**config.mk**
```make
export PLATFORM = sky130hd
export DESIGN_NAME = instruction_fetch
export DESIGN_NICKNAME = d
export VERILOG_FILES = /design/src/rtl/instruction_fetch.sv
export SDC_FILE = /design/constraint.sdc
export NUM_CORES = 1
export LEC_CHECK = 0
export ABC_AREA = 1
export BUFFER_PORTS_ARGS = -buffer_cell sky130_fd_sc_hd__buf_2
export CAP_MARGIN = 20
export CORE_MARGIN = 10
export CORE_UTILIZATION = 55
export CTS_CLUSTER_DIAMETER = 60
export DETAILED_ROUTE_END_ITERATION = 10
export PLACE_DENSITY = 0.83
export SYNTH_ARGS = -nofsm -noshare
export SYNTH_HDL_FRONTEND = slang
export SYNTH_SLANG_ARGS = --single-unit
```
**constraint.sdc**
```tcl
create_clock -name Clock -period 4 [get_ports Clock]
set_clock_uncertainty 0.15 [all_clocks]
set_input_delay 0.8 -clock Clock [delete_from_list [all_inputs] [get_ports Clock]]
set_output_delay 0.8 -clock Clock [all_outputs]
set_load 0.02 [all_outputs]
```
**src/rtl/instruction_fetch.sv**
```systemverilog
// rtl/instruction_fetch.sv - prefetching instruction fetch unit with a BUF_DEPTH-entry buffer
// Optional halt-on-ECALL behaviour is enabled by defining FETCH_HALT_ON_ECALL_EN.
module instruction_fetch #(
   parameter logic [31:0] RESET_PC  = 32'h00000000,
   parameter int          BUF_DEPTH = 2
) (
   input  logic        Clock,
   input  logic        Reset,
   output logic [31:0] ReadAddress,
   input  logic [31:0] Instruction,
   output logic        FetchValid,
   input  logic        FetchReady,
   output logic [31:0] FetchInstruction,
   output logic [31:0] FetchPC,
   input  logic        BranchTaken,
   input  logic [31:0] BranchTarget,
   output logic        Halted
);
   localparam int PTR_W = $clog2(BUF_DEPTH);
   localparam int CNT_W = PTR_W + 1;
   localparam logic [CNT_W-1:0] FULL_CNT = CNT_W'(BUF_DEPTH);

   logic [31:0]      fetch_addr;
   logic [31:0]      target_aligned;
   logic [31:0]      pc_mem    [BUF_DEPTH];
   logic [31:0]      instr_mem [BUF_DEPTH];
   logic [PTR_W-1:0] head;
   logic [PTR_W-1:0] tail;
   logic [CNT_W-1:0] count;
   logic             empty;
   logic             full;
   logic             pop;
   logic             push;
   logic             halted;

   assign target_aligned = BranchTarget & 32'hFFFF_FFFC;
   assign empty          = (count == '0);
   assign full           = (count == FULL_CNT);
   assign pop            = !empty && FetchReady;
   // A full buffer still accepts a new word when its head leaves on the same edge.
   assign push           = !halted && (!full || pop);

   always_ff @(posedge Clock) begin
      if (Reset) begin
         fetch_addr <= RESET_PC;
         head       <= '0;
         tail       <= '0;
         count      <= '0;
         for (int i = 0; i < BUF_DEPTH; i++) begin
            pc_mem[i]    <= '0;
            instr_mem[i] <= '0;
         end
      end else if (BranchTaken) begin
         fetch_addr <= target_aligned;
         head       <= '0;
         tail       <= '0;
         count      <= '0;
      end else begin
         if (push) begin
            pc_mem[tail]    <= fetch_addr;
            instr_mem[tail] <= Instruction;
            tail            <= tail + PTR_W'(1);
            fetch_addr      <= fetch_addr + 32'd4;
         end
         if (pop) begin
            head <= head + PTR_W'(1);
         end
         if (push && !pop) begin
            count <= count + CNT_W'(1);
         end else if (pop && !push) begin
            count <= count - CNT_W'(1);
         end
      end
   end

`ifdef FETCH_HALT_ON_ECALL_EN
   logic halt_q;

   // The ECALL word itself is buffered; only the fetches after it are suppressed.
   always_ff @(posedge Clock) begin
      if (Reset || BranchTaken) begin
         halt_q <= 1'b0;
      end else if (push && (Instruction == 32'h0000_0073)) begin
         halt_q <= 1'b1;
      end
   end
   assign halted = halt_q;
`else
   assign halted = 1'b0;
`endif

   assign ReadAddress      = fetch_addr;
   assign FetchValid       = !empty;
   assign FetchInstruction = instr_mem[head];
   assign FetchPC          = pc_mem[head];
   assign Halted           = halted;

endmodule
```
After elaboration in Yosys (flattened, before gate mapping)
Memory sizes are Yosys's and may differ from the RTL's. A register that Yosys moved wholly into a read port is not among the register bits.
Cells that the tools add are included.
- reductions and logical operators: 14
- mux-type cells: 20
- eq/ne operators: 1
- add/sub/neg operators: 5
- operators by type and width (cell ; number):
    $mux W32 ; 4
    $reduce_or A32 Y1 ; 2
    $add A32 B3 Y32 const B ; 1
    $mux W1 ; 14
    $logic_not A1 Y1 ; 4
    $mux W2 ; 2
    $reduce_bool A2 Y1 ; 2
    $logic_and A1 B1 Y1 ; 3
    $add A1 B1 Y1 const B ; 2
    $add A2 B1 Y2 const B ; 1
    $eq A2 B2 Y1 const B ; 1
    $logic_not A2 Y1 ; 1
    $reduce_or A2 Y1 ; 1
    $sub A2 B1 Y2 const B ; 1
    $logic_or A1 B1 Y1 ; 1
- RAM bits: 128
- output and inout port bits: 98
- bits in registers: 36
- input bits: 68
- memories: 2
- memories (name ; words ; width ; read ports ; clocked after memory_dff ; write ports ; RTL line ; text):
    instr_mem ; 2 ; 32 ; 1 ; 1 ; 2 ; 26 ; logic [31:0] instr_mem [BUF_DEPTH];
    pc_mem ; 2 ; 32 ; 1 ; 1 ; 2 ; 25 ; logic [31:0] pc_mem [BUF_DEPTH];

Longest topological paths before layout
Gate-level depths: netlist (run 1).
- depth in word-level cells: 10
- gate-level depth with buffers: 11

Least setup slack after synthesis (run 1)
Ideal clock, no wire load.
- path kind: input to register
- start: in BranchTaken
- end: mem instr_mem[0][0], enable pin
- data arrival time: 2.760 ns
- slack: 0.669 ns
- stages on the path: 6
- path through: nor2_2 inv_2 nor2_1 nand2_2 buf_2 nand2_1
- RTL lines (element ; RTL line ; text):
    start: declaration ; 15 ; input logic BranchTaken,
    end: declaration ; 26 ;

==> run_results.csv, run 1 <==
group,metric,value,unit
sta,fmax,0.3289,GHz
routing,drt-wirelength-per-cell,16.93,um
min_path,hp-class,"flip-flop to flip-flop",
placement,postPlaceCellArea,8472,um^2
setup_path,cp_max_fo,39,
logic_synthesis,synthCells,766,
routing,totalWireLength,18.75,mm
final_layout,fill_cells,1084,
global_route,grt_use_total,19.95,%
power_and_ir_drop,powerDensity,428.8,nW/um^2
sta,rsz0062_at_grt,"no",
sta,hold_viol,0,
final_layout,nNetsFinal,989,
global_route,antenna_found_initial,0,
global_route,grt_pass1_vias,5720,
routing,wl_met1,7.678,mm
setup_path,arrival,2090,ps
floorplan,ios,166,
clock_network,holdBufCountCts,0,
floorplan,start_util,56.48,%
clock_network,htreeDepth,4,
floorplan,num_rows,42,
setup_path,required,3050,ps
logic_synthesis,synthesis.area_per_instance,9.841,um^2
power_and_ir_drop,seq_power_share,49.9,%
clock_network,clock_sinks,159,
power_and_ir_drop,switching_share,25.02,%
setup_path,critPathLaunchType,"flip-flop",
floorplan,dieWidth,137.1,um
routing,drt_iter0_markers,412,
final_layout,n_antenna_cell,0,
final_layout,final_common_cell,"nor2_1",
sta,tns,0,ps
routing,viasPerCell,5.198,
logic_synthesis,synth_area_leaders,"edfxtp_1 (49%), dfxtp_1 (9.3%), mux2_2 (9.3%)",
sta,max_slew_margin,50.13,%
global_route,overflow,0,
clock_network,numCtsBuffers,17,
sta,drv_slew,0,
clock_network,clockRootBuffer,"clkbuf_16",
logic_synthesis,yosysTopAreaCell,"edfxtp_1",
logic_synthesis,synth.cell_area,7538,um^2
clock_network,cts_resized,0,
setup_path,setup.worst_path.end_class,"output pin",
routing,dr.max_layer_used,"met4",
sta,worst_slew_pin_slew,748.0,ps
sta,period_needed,3041,ps
clock_network,cts_tree,"done",
routing,vias,5759,
placement,portBuffers,158,
clock_network,cts_setup_buffers,0,
placement,place_congestion,0.9253,
logic_synthesis,ys_ff_latch,159,
power_and_ir_drop,ir_drop,0.0002958,V
clock_network,insertion_delay,420,ps
floorplan,core_area,13350,um^2
clock_network,clk_pin_slew,60,ps
power_and_ir_drop,p_comb_share,11.5,%
final_layout,drive_above_1_share,31.65,%
global_route,grt_pass1_wl,28.94,mm
outcome,outcome,"complete, no violations",
logic_synthesis,yosysWarnings,0,
routing,wl_met2,9.293,mm
logic_synthesis,seq_area_frac_synth,58.69,%
placement,hpwl,12.79,mm
routing,dr.pass1.iters,6,
floorplan,fp.dieH,137.1,um
power_and_ir_drop,power_frac_clock,38.6,%
sta,post-route-period-util,76.02,%
power_and_ir_drop,power.leakage,0.003899,uW
floorplan,die_area,18790,um^2
routing,antenna_left,0,
routing,wl_met3,1.386,mm
logic_synthesis,synth_top_area_share,49.39,%
power_and_ir_drop,p_sw,967.0,uW
sta,finalSetupViolations,0,
clock_network,cts_buffer_depth,2,
final_layout,mostFrequentLayoutCells,"nor2_1 (166), buf_2 (158), edfxtp_1 (124)",
logic_synthesis,netlist-cell-type-count,32,
setup_path,crit_type,"flip-flop to output pin",
final_layout,postLayoutCellArea,9012,um^2
global_route,grt_max_degree,63,
final_layout,synthToLayoutAreaGrowth,19.55,%
job,maxCapViolCount,0,
power_and_ir_drop,p_int,2897,uW
routing,drc,0,
-- registers in the layout, summed over array words and instances (netlist names), named ones only --
register,count
tail,1
ReadAddress,30
pc_mem,60
instr_mem,64
head,1
count,2
-- layout make-up --
| cell class | count | area [um^2] | area share (%) |
|---|---|---|---|
| Clock inverter | 11 | 93.84 | 1.041 |
| Timing Repair Buffer | 165 | 880.8 | 9.774 |
| Inverter | 100 | 377.9 | 4.193 |
| Clock buffer | 20 | 446.7 | 4.956 |
| Sequential cell | 159 | 4425 | 49.10 |
| Multi-Input combinational cell | 477 | 2567 | 28.49 |
| Tap cell | 176 | 220.2 | 2.443 |
-- power groups by stage --
stage / clock network [uW] / registers (uW) / logic [uW]
2_1_floorplan: 0 / 1970 / 267
3_3_place_gp: 0 / 1950 / 441
3_5_place_dp: 0 / 1960 / 448
4_1_cts: 1510 / 1930 / 451
5_1_grt: 1570 / 1940 / 486
6_report: 1490 / 1930 / 445
-- stage by stage --
stage                     util [%]  std cells  worst slack, ps  hold WS [ps]  total power [uW]
final                        67.52       1108            959.1         331.4              3864
after global routing         67.52       1108            887.1         359.1              3992
after CTS                    67.52       1108            945.4         323.4              3882
after detailed placement     63.47       1077             1015         310.6              2408
after global placement       63.47       1077             1058         305.4              2395
after floorplan                  -        770            668.6         297.4              2239
-- cell usage after synthesis, drive strengths merged --
cell type,n
xor2,4
clkbuf,7
inv,100
a31oi,6
buf,27
xnor2,1
a21oi,22
o221ai,1
conb,1
a221oi,1
edfxtp,124
mux2,62
nand3,40
ha,1
o21ai,33
nand3b,1
dfxtp,35
nand2,115
nor3,3
nor2,181
o211ai,1
-- final timing paths --
check	from	to	slack, ps	depth (start not counted)
setup / recovery	flip-flop	FetchInstruction[10]	960	3
setup reg to reg	count[1]$_SDFFE_PP0P_	pc_mem[0][26]$_SDFFCE_PN0P_	1770	6
hold reg to reg	head$_SDFFE_PP0P_	flip-flop	330	2
hold / removal	head$_SDFFE_PP0P_	flip-flop	330	2
-- cell families (layout without fill, tap and decap cells) --
| group | count (synthesis) | in the layout | share of synthesized area (%) |
|---|---|---|---|
| other | 1 | 5 | 0.04974 |
| and+or+nand+nor | 340 | 340 | 18.82 |
| xor gates and xnor gates | 5 | 5 | 0.5809 |
| adders and majority gates | 1 | 1 | 0.1659 |
| AOI/OAI and AO/OA | 64 | 64 | 4.913 |
| buffers and inverters | 134 | 296 | 7.519 |
| muxes | 62 | 62 | 9.261 |
| DFF | 159 | 159 | 58.69 |
-- worst max-delay path, cell delays in order (launching register included) --
cell and delay (ps):
dfxtp_2 750, buf_12 320, mux2_2 390, buf_2 170
-- layer usage --
metal	GRT usage [%]	vias up
li1	-	2802
met1	23.36	2738
met2	34.14	189
met3	5.718	30
met4	7.143	0
met5	0	-
No activity file was read; power rests on OpenSTA's default activity.
==> run 2, diff against run 1 <==
--- a/config.mk
+++ b/config.mk
@@ -9,10 +9,10 @@
 export BUFFER_PORTS_ARGS = -buffer_cell sky130_fd_sc_hd__buf_2
 export CAP_MARGIN = 20
 export CORE_MARGIN = 10
-export CORE_UTILIZATION = 55
+export CORE_UTILIZATION = 49
 export CTS_CLUSTER_DIAMETER = 60
 export DETAILED_ROUTE_END_ITERATION = 10
-export PLACE_DENSITY = 0.83
+export PLACE_DENSITY = 0.78
 export SYNTH_ARGS = -nofsm -noshare
 export SYNTH_HDL_FRONTEND = slang
 export SYNTH_SLANG_ARGS = --single-unit
==> constraint.sdc (replaced) <==
create_clock -name Clock -period 2.6 [get_ports Clock]
set_clock_uncertainty 0.15 [all_clocks]
set_input_delay 0.52 -clock Clock [delete_from_list [all_inputs] [get_ports Clock]]
set_output_delay 0.52 -clock Clock [all_outputs]
set_load 0.02 [all_outputs]
==> run 2 against run 1 <==
  * Total power up 53%
  * Largest power group unchanged
  * Worst hold slack worse by 110 ps
  * Cell area increased by 0.76%
  * Final cell count grew 1.7%
==> run_results.csv, run 2 (same netlist as run 1, synthesis figures left out) <==
group,metric,value,unit
floorplan,start_util,49.77,%
clock_network,numCtsBuffers,17,
floorplan,ios,166,
setup_path,arrival,1850,ps
clock_network,cts_resized,0,
placement,place_congestion,0.9461,
power_and_ir_drop,total_power,5926,uW
power_and_ir_drop,power.leakage,0.003917,uW
sta,fmax,0.3969,GHz
sta,hold_viol,0,
sta,tns,0,ps
routing,drt-wirelength-per-cell,17.27,um
power_and_ir_drop,powerDensity,652.6,nW/um^2
global_route,grt_pass1_wl,30.27,mm
final_layout,nNetsFinal,996,
routing,dr.max_layer_used,"met4",
sta,period_needed,2520,ps
routing,wl_met2,9.609,mm
global_route,grt_use_total,18.82,%
floorplan,dieWidth,144.0,um
routing,drc,0,
setup_path,critPathLaunchType,"flip-flop",
floorplan,fp.dieH,144.0,um
sta,post-route-period-util,96.92,%
power_and_ir_drop,ir_drop,0.0004059,V
clock_network,cts_buffer_depth,2,
floorplan,die_area,20750,um^2
final_layout,synthToLayoutAreaGrowth,20.46,%
routing,drt_iter0_markers,478,
placement,pre_cts_ws,340.3,ps
sta,finalSetupViolations,0,
routing,wl_met1,7.875,mm
setup_path,crit_type,"flip-flop to output pin",
sta,worst_slew_pin_slew,784.1,ps
clock_network,clock_sinks,159,
final_layout,drive_above_1_share,32.06,%
placement,hpwl,13.48,mm
job,maxCapViolCount,0,
sta,drv_slew,0,
routing,viasPerCell,5.075,
clock_network,insertion_delay,410,ps
final_layout,n_antenna_cell,0,
sta,hold_slack,224.0,ps
final_layout,largest-register,"instr_mem",
clock_network,clk_pin_slew,60,ps
setup_path,setup.worst_path.end_class,"output pin",
final_layout,final_common_cell,"nor2_1",
final_layout,mostFrequentLayoutCells,"nor2_1 (166), buf_2 (158), edfxtp_1 (124)",
routing,dr.pass1.iters,5,
global_route,grt_pass1_vias,5769,
final_layout,fin_cells,1127,
routing,wl_met3,1.682,mm
outcome,outcome,"complete, no violations",
floorplan,num_rows,45,
floorplan,core_area,15150,um^2
clock_network,clockRootBuffer,"clkbuf_16",
setup_path,cp_max_fo,17,
setup_path,required,1930,ps
clock_network,cts_tree,"done",
global_route,overflow,0,
clock_network,holdBufCountCts,0,
clock_network,htreeDepth,4,
global_route,antenna_found_initial,0,
clock_network,cts_setup_buffers,0,
sta,rsz0062_at_grt,"no",
routing,totalWireLength,19.46,mm
final_layout,largest_reg_flops,64,
placement,portBuffers,158,
sta,setup_ws,80.20,ps
global_route,grt_max_degree,64,
placement,placedCellCount,1096,
sta,max_slew_margin,47.73,%
routing,vias,5720,
routing,antenna_left,0,
min_path,hp-class,"input pin to flip-flop",
[run 2: cell types whose count changed in the layout (fill, tap and decap cells not counted)]
cell and delta:
buf_4 +6, clkinvlp_4 +4, clkinv_1 +2, clkinv_4 -2
buf_12 +1, clkbuf_1 -1, clkbuf_8 -1, clkinv_2 -1
inv_6 -1
[run 2: path summary, 6_finish.rpt]
path / startpoint / to / slack (ps) / cells after the start
worst max-delay path: flip-flop / FetchPC[12] / 80 / 3
worst min register to register: head$_SDFFE_PP0P_ / flip-flop / 330 / 2
worst max register to register: count[1]$_SDFFE_PP0P_ / instr_mem[1][19]$_SDFFCE_PN0P_ / 590 / 6
worst min-delay path: BranchTarget[29] / ReadAddress[29]$_SDFFE_PP0P_ / 220 / 3
[run 2: layout make-up]
class	instances	area [um^2]
inverters	100	377.9
well taps	188	235.2
fillers	1289	6065
clock inverters	13	100.1
flip-flops and latches	159	4425
clock buffers	18	429.2
multi-input cells	477	2567
repair buffers	172	945.9
[run 2: through the flow]
stage | utilization, % | cell area, um^2
6_report | 59.96 | 9081
5_1_grt | 59.96 | 9081
4_1_cts | 59.96 | 9081
3_5_place_dp | 56.46 | 8552
3_3_place_gp | 56.46 | 8552
2_1_floorplan | - | 7559
[run 2: per-layer routing]
metal | up-vias | track usage, %
met5 | - | 0
met4 | 0 | 5.373
met3 | 20 | 5.543
met2 | 199 | 32.28
met1 | 2686 | 22.37
li1 | 2815 | -
[run 2: power breakdown]
| part | switching (uW) | internal, uW | leakage, uW |
|---|---|---|---|
| Sequential | 71.8 | 2890 | 0.00159 |
| Combinational | 455 | 245 | 0.00207 |
| Clock | 970 | 1290 | 0.000250 |
| Total | 1500 | 4430 | 0.00392 |
[run 2: critical path, cell delays in order, from the launching register on]
cell	delay [ps]
dfxtp_2	540
buf_4	340
mux2_2	390
buf_2	170
